`src/rtl/disp_pkg.sv`:
```
// Shared types and seven-segment constants for the number display path.
package disp_pkg;

    typedef enum logic {IDLE, SHIFT} disp_state_t;

    // Active-high segments: bit0=a .. bit6=g, bit7=dp (always off).
    localparam logic [7:0] SEG_DIGIT [0:9] = '{
        8'h3F, 8'h06, 8'h5B, 8'h4F, 8'h66, 8'h6D, 8'h7D, 8'h07, 8'h7F, 8'h6F
    };
    localparam logic [7:0] SEG_DASH  = 8'h40;
    localparam logic [7:0] SEG_BLANK = 8'h00;

    localparam int unsigned MAX_DISPLAY = 9999;

endpackage

```
`src/rtl/bcd_to_seg.sv`:
```
// One BCD digit plus blank request to seven-segment pattern.
module bcd_to_seg
    import disp_pkg::*;
(
    input  logic [3:0] bcd_i,
    input  logic       blank_i,
    output logic [7:0] seg_o
);

    // Non-decimal codes cannot come out of the converter; show a dash if they ever do.
    always_comb begin
        seg_o = SEG_DASH;
        if (blank_i) begin
            seg_o = SEG_BLANK;
        end else if (bcd_i <= 4'd9) begin
            seg_o = SEG_DIGIT[bcd_i];
        end
    end

endmodule

```
`src/rtl/number_display.sv`:
```
// Sequential double-dabble binary-to-BCD converter driving four seven-segment digits.
module number_display
    import disp_pkg::*;
#(
    parameter int unsigned WIDTH         = 14,
    parameter int unsigned DIGITS        = 4,
    parameter bit          BLANK_LEADING = 1'b1
) (
    input  logic                  clk,
    input  logic                  reset,
    input  logic                  start,
    input  logic [WIDTH-1:0]      value,
    output logic                  busy,
    output logic                  done,
    output logic                  ovf,
    output logic [4*DIGITS-1:0]   bcd,
    output logic [7:0]            ss3,
    output logic [7:0]            ss2,
    output logic [7:0]            ss1,
    output logic [7:0]            ss0
);

    localparam int unsigned CW = $clog2(WIDTH + 1);
    localparam int unsigned SW = 4 * DIGITS;
    localparam logic [7:0]  SS_HI_RST = BLANK_LEADING ? SEG_BLANK : SEG_DIGIT[0];

    disp_state_t              state_q;
    logic [CW-1:0]            count_q;
    logic [WIDTH-1:0]         shift_q;
    logic [SW-1:0]            scratch_q;
    logic                     ovf_pend_q;
    logic                     busy_q;
    logic                     done_q;
    logic                     ovf_q;
    logic [SW-1:0]            bcd_q;
    logic [DIGITS-1:0][7:0]   ss_q;

    logic [SW-1:0]            adj;
    logic [SW-1:0]            scratch_nxt;
    logic [WIDTH-1:0]         shift_nxt;
    logic [CW-1:0]            count_nxt;
    logic [DIGITS-1:0]        blank;
    logic                     lead_zero;
    logic [DIGITS-1:0][7:0]   seg_nxt;
    logic                     value_ovf;
    logic                     unused_adj_msb;

    assign value_ovf = (32'(value) > MAX_DISPLAY);

    // Add-3 correction then one-bit left shift of {scratch, shift}; scratch MSB falls off.
    always_comb begin
        adj = scratch_q;
        for (int k = 0; k < int'(DIGITS); k++) begin
            if (scratch_q[4*k +: 4] >= 4'd5) begin
                adj[4*k +: 4] = scratch_q[4*k +: 4] + 4'd3;
            end
        end
        scratch_nxt = {adj[SW-2:0], shift_q[WIDTH-1]};
        shift_nxt   = {shift_q[WIDTH-2:0], 1'b0};
        count_nxt   = count_q + CW'(1);
    end

    assign unused_adj_msb = adj[SW-1];

    // A digit blanks when it and every digit above it are zero; the units digit never blanks.
    always_comb begin
        lead_zero = 1'b1;
        blank     = '0;
        for (int k = int'(DIGITS) - 1; k >= 1; k--) begin
            lead_zero = lead_zero & (scratch_nxt[4*k +: 4] == 4'd0);
            blank[k]  = BLANK_LEADING & lead_zero;
        end
    end

    for (genvar g = 0; g < int'(DIGITS); g++) begin : g_seg
        bcd_to_seg u_seg (
            .bcd_i   (scratch_nxt[4*g +: 4]),
            .blank_i (blank[g]),
            .seg_o   (seg_nxt[g])
        );
    end

    // Conversion FSM; visible outputs update only on the final shift edge.
    always_ff @(posedge clk or posedge reset) begin
        if (reset) begin
            state_q    <= IDLE;
            count_q    <= '0;
            shift_q    <= '0;
            scratch_q  <= '0;
            ovf_pend_q <= 1'b0;
            busy_q     <= 1'b0;
            done_q     <= 1'b0;
            ovf_q      <= 1'b0;
            bcd_q      <= '0;
            ss_q[0]    <= SEG_DIGIT[0];
            for (int k = 1; k < int'(DIGITS); k++) begin
                ss_q[k] <= SS_HI_RST;
            end
        end else begin
            done_q <= 1'b0;
            case (state_q)
                IDLE: begin
                    if (start) begin
                        shift_q    <= value;
                        scratch_q  <= '0;
                        count_q    <= '0;
                        ovf_pend_q <= value_ovf;
                        busy_q     <= 1'b1;
                        state_q    <= SHIFT;
                    end
                end
                SHIFT: begin
                    scratch_q <= scratch_nxt;
                    shift_q   <= shift_nxt;
                    count_q   <= count_nxt;
                    if (count_nxt == CW'(WIDTH)) begin
                        state_q <= IDLE;
                        busy_q  <= 1'b0;
                        done_q  <= 1'b1;
                        ovf_q   <= ovf_pend_q;
                        bcd_q   <= ovf_pend_q ? '0 : scratch_nxt;
                        for (int k = 0; k < int'(DIGITS); k++) begin
                            ss_q[k] <= ovf_pend_q ? SEG_DASH : seg_nxt[k];
                        end
                    end
                end
                default: state_q <= IDLE;
            endcase
        end
    end

    assign busy = busy_q;
    assign done = done_q;
    assign ovf  = ovf_q;
    assign bcd  = bcd_q;
    assign ss3  = ss_q[3];
    assign ss2  = ss_q[2];
    assign ss1  = ss_q[1];
    assign ss0  = ss_q[0];

endmodule

```
`config.mk`:
```
export PLATFORM = sky130hd
export DESIGN_NAME = number_display
export DESIGN_NICKNAME = d
export VERILOG_FILES = /design/src/rtl/disp_pkg.sv /design/src/rtl/bcd_to_seg.sv /design/src/rtl/number_display.sv
export SDC_FILE = /design/constraint.sdc
export NUM_CORES = 1
export LEC_CHECK = 0
export BUFFER_PORTS_ARGS = -buffer_cell sky130_fd_sc_hd__clkbuf_2
export CORE_MARGIN = 5
export CORE_UTILIZATION = 35
export DETAILED_ROUTE_END_ITERATION = 16
export PLACE_DENSITY_LB_ADDON = 0.25
export SYNTH_ARGS = -nofsm -noshare
export SYNTH_HDL_FRONTEND = slang
export SYNTH_HIERARCHICAL = 1
export SYNTH_SLANG_ARGS = --single-unit
```
`constraint.sdc`:
```
create_clock -name clk -period 4 [get_ports clk]
set_input_delay 1 -clock clk [delete_from_list [all_inputs] [get_ports clk]]
set_output_delay 1 -clock clk [all_outputs]
set_load 0.01 [all_outputs]
```
==> summary.md, run 1 <==
| Metric | Value |
|---|---|
| Clock Tree Buf Depth | 2 |
| CTS resizes | 0 |
| Syn Area/Cell | 9.00 um^2 |
| Largest fanout on the critical path | 7 |
| Cells on worst reg2reg path | 12 |
| Final setup viols | 0 |
| Fillers | roughly 1400 |
| Final ANT Viol Nets | 0 |
| Worst slew margin | between 40% and 50% |
| Status | finished, final reports clean |
| Worst setup EP type | flop |
| Die Area | between 15000 and 20000 um^2 |
| Core ar. | 14400 um^2 |
| Reg2reg setup slack | roughly 1.3 ns |
| GR Overflow Total | 0 |
| HP Start | ss0[4] |
| Worst Clk Skew | around 0.0071 ns |
| Reg2reg start | scratch_q[4] |
| VDD IR-drop max | 0.258 mV |
| Fin crit share | between 60% and 70% |
| Most frequent cells after synthesis | nand2_1 (86), dfrtp_1 (81), nand2b_1 (56), o21ai_1 (35), o21ai_0 (33) |
| Post-synth top flop | dfrtp_1 |
| Pre-antenna DRT Iters | 4 |
| Leak pwr | between 0.002 and 0.003 uW |
| Yosys reg bits | 87 |
| Synth area leaders | dfrtp_1 (40%), ha_1 (7.9%), nand2b_1 (6.9%) |
| Fmax | 0.373 GHz |
| Vias per inst | 4.75 |
| Final core utilization | just over 40% |
| Drt total wl | 10500 um |
| Largest net degree at the start of global routing | ~70 |
| IO Pins | 68 |
| RSZ-0062 raised after global routing | no |
| CTS tree | done |
| Worst-Skew Late Latency | between 0.3 and 0.4 ns |
| Area fraction of the dominant cell type after synthesis | approximately 40% |
| Die H | ~130 um |
| Setup crit start kind | flop |
| Post-synth ARST share | 100% |
| Register area share after synthesis | a little over two fifths |
| Layout cell share with drive strength beyond 1 | between 10% and 20% |
| Cells after Synth | 562 |
| Final TNS setup | 0 ns |
| FF-to-FF End | ss1[1] |
| DRC violations left | 0 |
| Critical-path top delay cell | xnor2_1 |
| CP required | about 4.2 ns |
| Area leader, netlist | dfrtp_1 |
| Worst Max-Slew Pin Slew | 0.874 ns |
| Most common cell in the netlist | nand2_1 |
| Vias in the first global route | ~3800 |
| Die X | 130 um |
| NumNets Final | around 660 |
| Syn. warnings | 6 |
| Initial Utilization | between 30% and 40% |
| P&R area growth vs syn | 15.8% |
| WHS Endpoint | ss0[4] |
| Clock transition at path regs | 0.07 ns |
| Slew Limit Fails | 0 |
| MaxCap Viol Count | 0 |
| # rows | 44 |
| Critical-path cell list | inv_1 -> ha_1 -> nand2b_1 -> a21oi_1 -> xnor2_1 -> inv_1 -> ha_1 -> o21bai_1 -> a21o_1 -> a21oi_1 -> nand2b_1 -> o21ai_1 |
| WP data arrival | roughly 2.9 ns |
| Clock sinks | between 80 and 90 |
| Placer congestion estimate | 0.799 |
| Kind of critical path | flop to flop |
| Pwr dens | between 900 and 1000 nW/um^2 |
| Crit path largest cell delay | approximately 0.57 ns |
| # Post-CTS Setup Buffers | 0 |
| Global-route wire length before repair | about 18000 um |
| Number of synthesized flops with an enable pin | 0 |
| WL/cell | 13.1 um |
| Count of different cell masters after synthesis | 48 |
| H-Tree Depth | 3 |
| CTS buffer count | 9 |
| Final Hold Viols | 0 |
| Initial drt markers | 179 |
| CTS Hold Buffers Added | 0 |
| Routed vias | about 3800 |
| Ant. Diodes | 0 |
| Minimum clock period | 2.68 ns |
| Root Driver | clkbuf_16 |
| GRT Resource Usage Total | 13.2% |
| Synthesized area | between 5000 and 6000 um^2 |
| Port buffer count | 67 |
| Hold Crit Class | flop to flop |
| Initial antenna violation count | 0 |
| Final HPWL DP | around 7300 um |
| Hold Path Stages | 2 |
## cell type report
type	instances	area [um^2]	share of cell area, %
clock buffer	9	225	3.84
clock inverter	6	86.3	1.47
inverter	29	110	1.88
multi-input combinational	414	2640	45.0
sequential	87	2190	37.3
tap	184	230	3.93
timing repair buffer	72	385	6.58
## worst max path at each step
stage / start / endpoint / slack [ns] / depth (start not counted)
after CTS: scratch_q[8] / ss3[1] / 1.31 / 12
after detailed placement: scratch_q[8] / ss3[1] / 1.33 / 12
final: scratch_q[4] / ss1[1] / 1.32 / 12
after global routing: scratch_q[4] / ss1[4] / 0.99 / 10
after floorplan: reset / bcd[0] / 0.76 / 1
after global placement: scratch_q[4] / ss1[1] / 1.45 / 12
## state kept, by name, summed over array words and instances (netlist names)
| register | flops |
|---|---|
| ovf | 1 |
| shift_q | 14 |
| state_q | 1 |
| ss1 | 8 |
| count_q | 4 |
| busy | 1 |
| done | 1 |
| ovf_pend_q | 1 |
| ss2 | 8 |
| scratch_q | 16 |
| ss0 | 8 |
| ss3 | 8 |
| bcd | 16 |
## per-layer routing
metal / vias to the layer above / global-route usage (%) / routed length (um)
li1: 1966 / - / -
met1: 1756 / 17.6 / 5030
met2: 71 / 20.9 / 4770
met3: 11 / 2.82 / 519
met4: 0 / 5.13 / 156
met5: - / 0 / 0
## worst max-delay path: cells and delay by family, from the launching register on
kind            cells  cell delay, ns
compound gates      5            0.60
fa+ha+maj           2            0.51
buf+inv             2            0.26
flops               1            0.40
simple gates        2            0.21
xor+xnor            1            0.57
## power by group
group | switching, uW | internal [uW]
sequential | 282 | 1280
combinational | 1970 | 1360
clock | 362 | 543
## stage by stage
step | area [um^2] | cells | worst slack (ns) | hold WS, ns | total power [uW]
6_report | 5860 | 801 | 1.32 | 0.462 | 5780
2_1_floorplan | 5070 | 564 | 0.760 | 0.449 | 4110
5_1_grt | 5860 | 801 | 0.992 | 0.488 | 6420
3_5_place_dp | 5550 | 786 | 1.33 | 0.457 | 4920
4_1_cts | 5860 | 801 | 1.31 | 0.466 | 5860
3_3_place_gp | 5550 | 786 | 1.45 | 0.453 | 4820
## placed cells by master (no fill, tap or decap), types with 2 or more instances in the layout
cell type / count
or2b_1: 3
nand3_1: 2
clkbuf_16: 9
clkbuf_2: 67
nor2_1: 30
o21ai_0: 33
nand3b_1: 2
o21ai_1: 35
conb_1: 7
nor4b_4: 2
a211oi_2: 3
a221oi_2: 2
a21o_1: 9
clkinv_2: 3
o31ai_1: 16
dfrtp_1: 80
bufinv_16: 2
nor3b_1: 10
xnor2_1: 3
and3_1: 2
o21bai_1: 4
nor2b_1: 4
nor3_1: 7
mux2i_1: 18
and2b_1: 4
buf_4: 4
nand2_1: 86
ha_1: 32
inv_1: 28
a21oi_1: 27
dfstp_2: 6
nand2b_1: 56
## logic make-up (layout without fill, tap and decap cells)
group | count (synthesis) | after routing | share of synthesized area, %
adders and majority gates | 32 | 32 | 7.91
buffers and inverters | 63 | 116 | 5.05
xor gates and xnor gates | 5 | 5 | 1.01
and+or+nand+nor | 213 | 213 | 21.8
DFF | 87 | 87 | 43.2
muxes | 20 | 20 | 4.01
other | 5 | 7 | 0.371
AOI/OAI and AO/OA | 137 | 137 | 16.7
Power figures use the tool's default switching activity.
==> run 2, diff against run 1 <==
==> constraint.sdc (replaced) <==
create_clock -name clk -period 2.3 [get_ports clk]
set_input_delay 0.575 -clock clk [delete_from_list [all_inputs] [get_ports clk]]
set_output_delay 0.575 -clock clk [all_outputs]
set_load 0.01 [all_outputs]
==> summary.md, run 2 (same netlist as run 1, synthesis figures left out) <==
| Metric | Value |
|---|---|
| CTS tree | done |
| Layout cell share with drive strength beyond 1 | 29.9% (+12 points) |
| # rows | 44 (unchanged) |
| NumNets Final | 707 (+6.8%) |
| Slew Limit Fails | 0 (unchanged) |
| Final Hold Viols | 0 (unchanged) |
| CP required | 2.54 ns (-1.67 ns) |
| Core ar. | 14400 um^2 (unchanged) |
| Final ANT Viol Nets | 0 (unchanged) |
| Critical-path top delay cell | or3b_4 |
| Pwr dens | 1800 nW/um^2 (+82%) |
| Hold Crit Class | primary input to async pin |
| Port buffer count | 67 (unchanged) |
| Worst slew margin | 60.5% (+20 points) |
| Fin Hold WS | 0.282 ns (-0.180 ns) |
| Crit path largest cell delay | 0.41 ns (-0.16 ns) |
| CTS buffer count | 9 (unchanged) |
| WP data arrival | 2.53 ns (-0.36 ns) |
| Status | finished, final reports clean |
| Ant. Diodes | 0 (unchanged) |
| H-Tree Depth | 3 (unchanged) |
| Drt total wl | 11100 um (+6.3%) |
| Worst setup EP type | flop |
| Largest fanout on the critical path | 4 (-3) |
| DRC violations left | 0 (unchanged) |
| Final setup viols | 0 (unchanged) |
| MaxCap Viol Count | 0 (unchanged) |
| Pre-antenna DRT Iters | 5 (+1) |
| GRT Resource Usage Total | 13.6% (+0.45 points) |
| Placer congestion estimate | 0.847 (+6.0%) |
| Clock Tree Buf Depth | 2 (unchanged) |
| Vias in the first global route | 3874 (+0.81%) |
| GR Overflow Total | 0 (unchanged) |
| Clock sinks | 87 (unchanged) |
| Worst-Skew Late Latency | 0.35 ns (about the same) |
| Die Area | 17000 um^2 (unchanged) |
| P&R area growth vs syn | 28.7% |
| Critical-path cell list | inv_2 -> ha_4 -> nand2b_4 -> or3b_4 -> nand2_4 -> inv_4 -> buf_6 -> ha_4 -> and2b_2 -> nor3_2 -> nor2_1 -> nand2b_1 -> o21ai_2 |
| Final TNS setup | 0 ns (unchanged) |
| Root Driver | clkbuf_16 |
| Final core utilization | 45.3% (+4.5 points) |
| Fmax | 0.436 GHz (+17%) |
| Leak pwr | 0.00314 uW (+9.0%) |
| Initial Utilization | 35.2% (unchanged) |
| Largest net degree at the start of global routing | 54 (-22%) |
| Most frequent cells in the layout | nand2_1 (85), dfrtp_1 (78), clkbuf_2 (67) |
| Most common cell after layout, fill and taps aside | nand2_1 |
| Die H | 130 um (unchanged) |
| RSZ-0062 raised after global routing | yes |
| Fillers | 1359 (-5.6%) |
| Reg area | 2190 um^2 (+0.11%) |
| Routed vias | 3993 (+5.0%) |
| Global-route wire length before repair | 18600 um (+2.4%) |
| Place WS | -0.145 ns (-1.47 ns) |
| Clock transition at path regs | 0.07 ns (about the same) |
| Initial drt markers | 191 (+6.7%) |
| Initial antenna violation count | 0 (unchanged) |
| Multi-input gate area in the final layout | 2880 um^2 (+9.2%) |
| Minimum clock period | 2.30 ns (-0.384 ns) |
| VDD IR-drop max | 0.583 mV (+130%) |
| Crit path max-delay family | simple AND/OR/NAND/NOR gates |
| Kind of critical path | flop to flop |
| Worst Clk Skew | 0.00990 ns (+0.00280 ns) |
| Worst Max-Slew Pin Slew | 0.592 ns (-0.282 ns) |
| Vias per inst | 4.71 (-0.73%) |
| IO Pins | 68 (unchanged) |
| Buffers and inverters on the worst path | 3 (+1) |
| Die X | 130 um (unchanged) |
| WL/cell | 13.1 um (+0.50%) |
| Setup crit start kind | flop |
| Worst path most repeated cell | ha_4 |
| Fin worst setup slack | 0.00429 ns (-1.32 ns) |
| Fin crit share | 99.8% (+33 points) |
| Final HPWL DP | 7650 um (+4.7%) |
| CTS Hold Buffers Added | 0 (unchanged) |
## run 2: cell types whose count changed in the layout (fill, tap and decap cells not counted), sizes merged
cell	before	now
buf	5	50
clkbuf	76	80
clkinv	4	1
## run 2: path summary, 6_finish.rpt
check | start | end | slack (ns) | cells past startpoint
max | scratch_q[9] | ss3[5] | 0.004 | 13
min | reset | ovf | 0.28 | 2
max reg2reg | scratch_q[9] | ss3[5] | 0.004 | 13
min reg2reg | ss0[4] | ss0[4] | 0.46 | 2
max in group asynchronous | reset | ss0[2] | 1.36 | 3
min in group clk | ss0[4] | ss0[4] | 0.46 | 2
## run 2: stage by stage
stage                     cell area [um^2]  total power [uW]  cells
after global routing                  6510             12900    847
after CTS                             6270             11100    838
after detailed placement              5870              9200    820
after floorplan                       5090              7210    564
after global placement                5870              9060    820
final                                 6510             11700    847
## run 2: final cells by class
cell class | count | area share [%]
Sequential cell | 87 | 33.6
Tap cell | 184 | 3.54
Clock buffer | 13 | 4.00
Clock inverter | 3 | 1.00
Multi-Input combinational cell | 414 | 44.2
Timing Repair Buffer | 117 | 11.9
Inverter | 29 | 1.77
## run 2: worst reg2reg max path, cell delays in order (launching register included)
cell	delay (ns)
dfrtp_1	0.39
inv_2	0.11
ha_4	0.13
nand2b_4	0.12
or3b_4	0.41
nand2_4	0.11
inv_4	0.05
buf_6	0.12
ha_4	0.14
and2b_2	0.21
nor3_2	0.16
nor2_1	0.07
nand2b_1	0.10
o21ai_2	0.06
## run 2: routing by layer
metal	global-route usage, %	vias to the layer above	part of all wire, %
li1	-	2056	-
met1	18.3	1860	47
met2	21.2	69	46
met3	4.63	8	5.4
met4	3.30	0	0.91
met5	0	-	0
## run 2: where the power goes
| group | leakage (uW) | switching (uW) | total, uW | internal [uW] |
|---|---|---|---|---|
| clock network | 0.000160 | 591 | 1600 | 1010 |
| logic | 0.00188 | 3980 | 7400 | 3430 |
| registers | 0.00110 | 475 | 2700 | 2220 |
| total | 0.00314 | 5040 | 11700 | 6660 |
## run 2: repair_timing
action                                 in CTS  in global routing
setup buffers                               2                  9
resized for setup                          15                 43
setup endpoints to repair                  17                 25
pin swaps                                   3                 15
endpoints found under the hold margin       0                  0
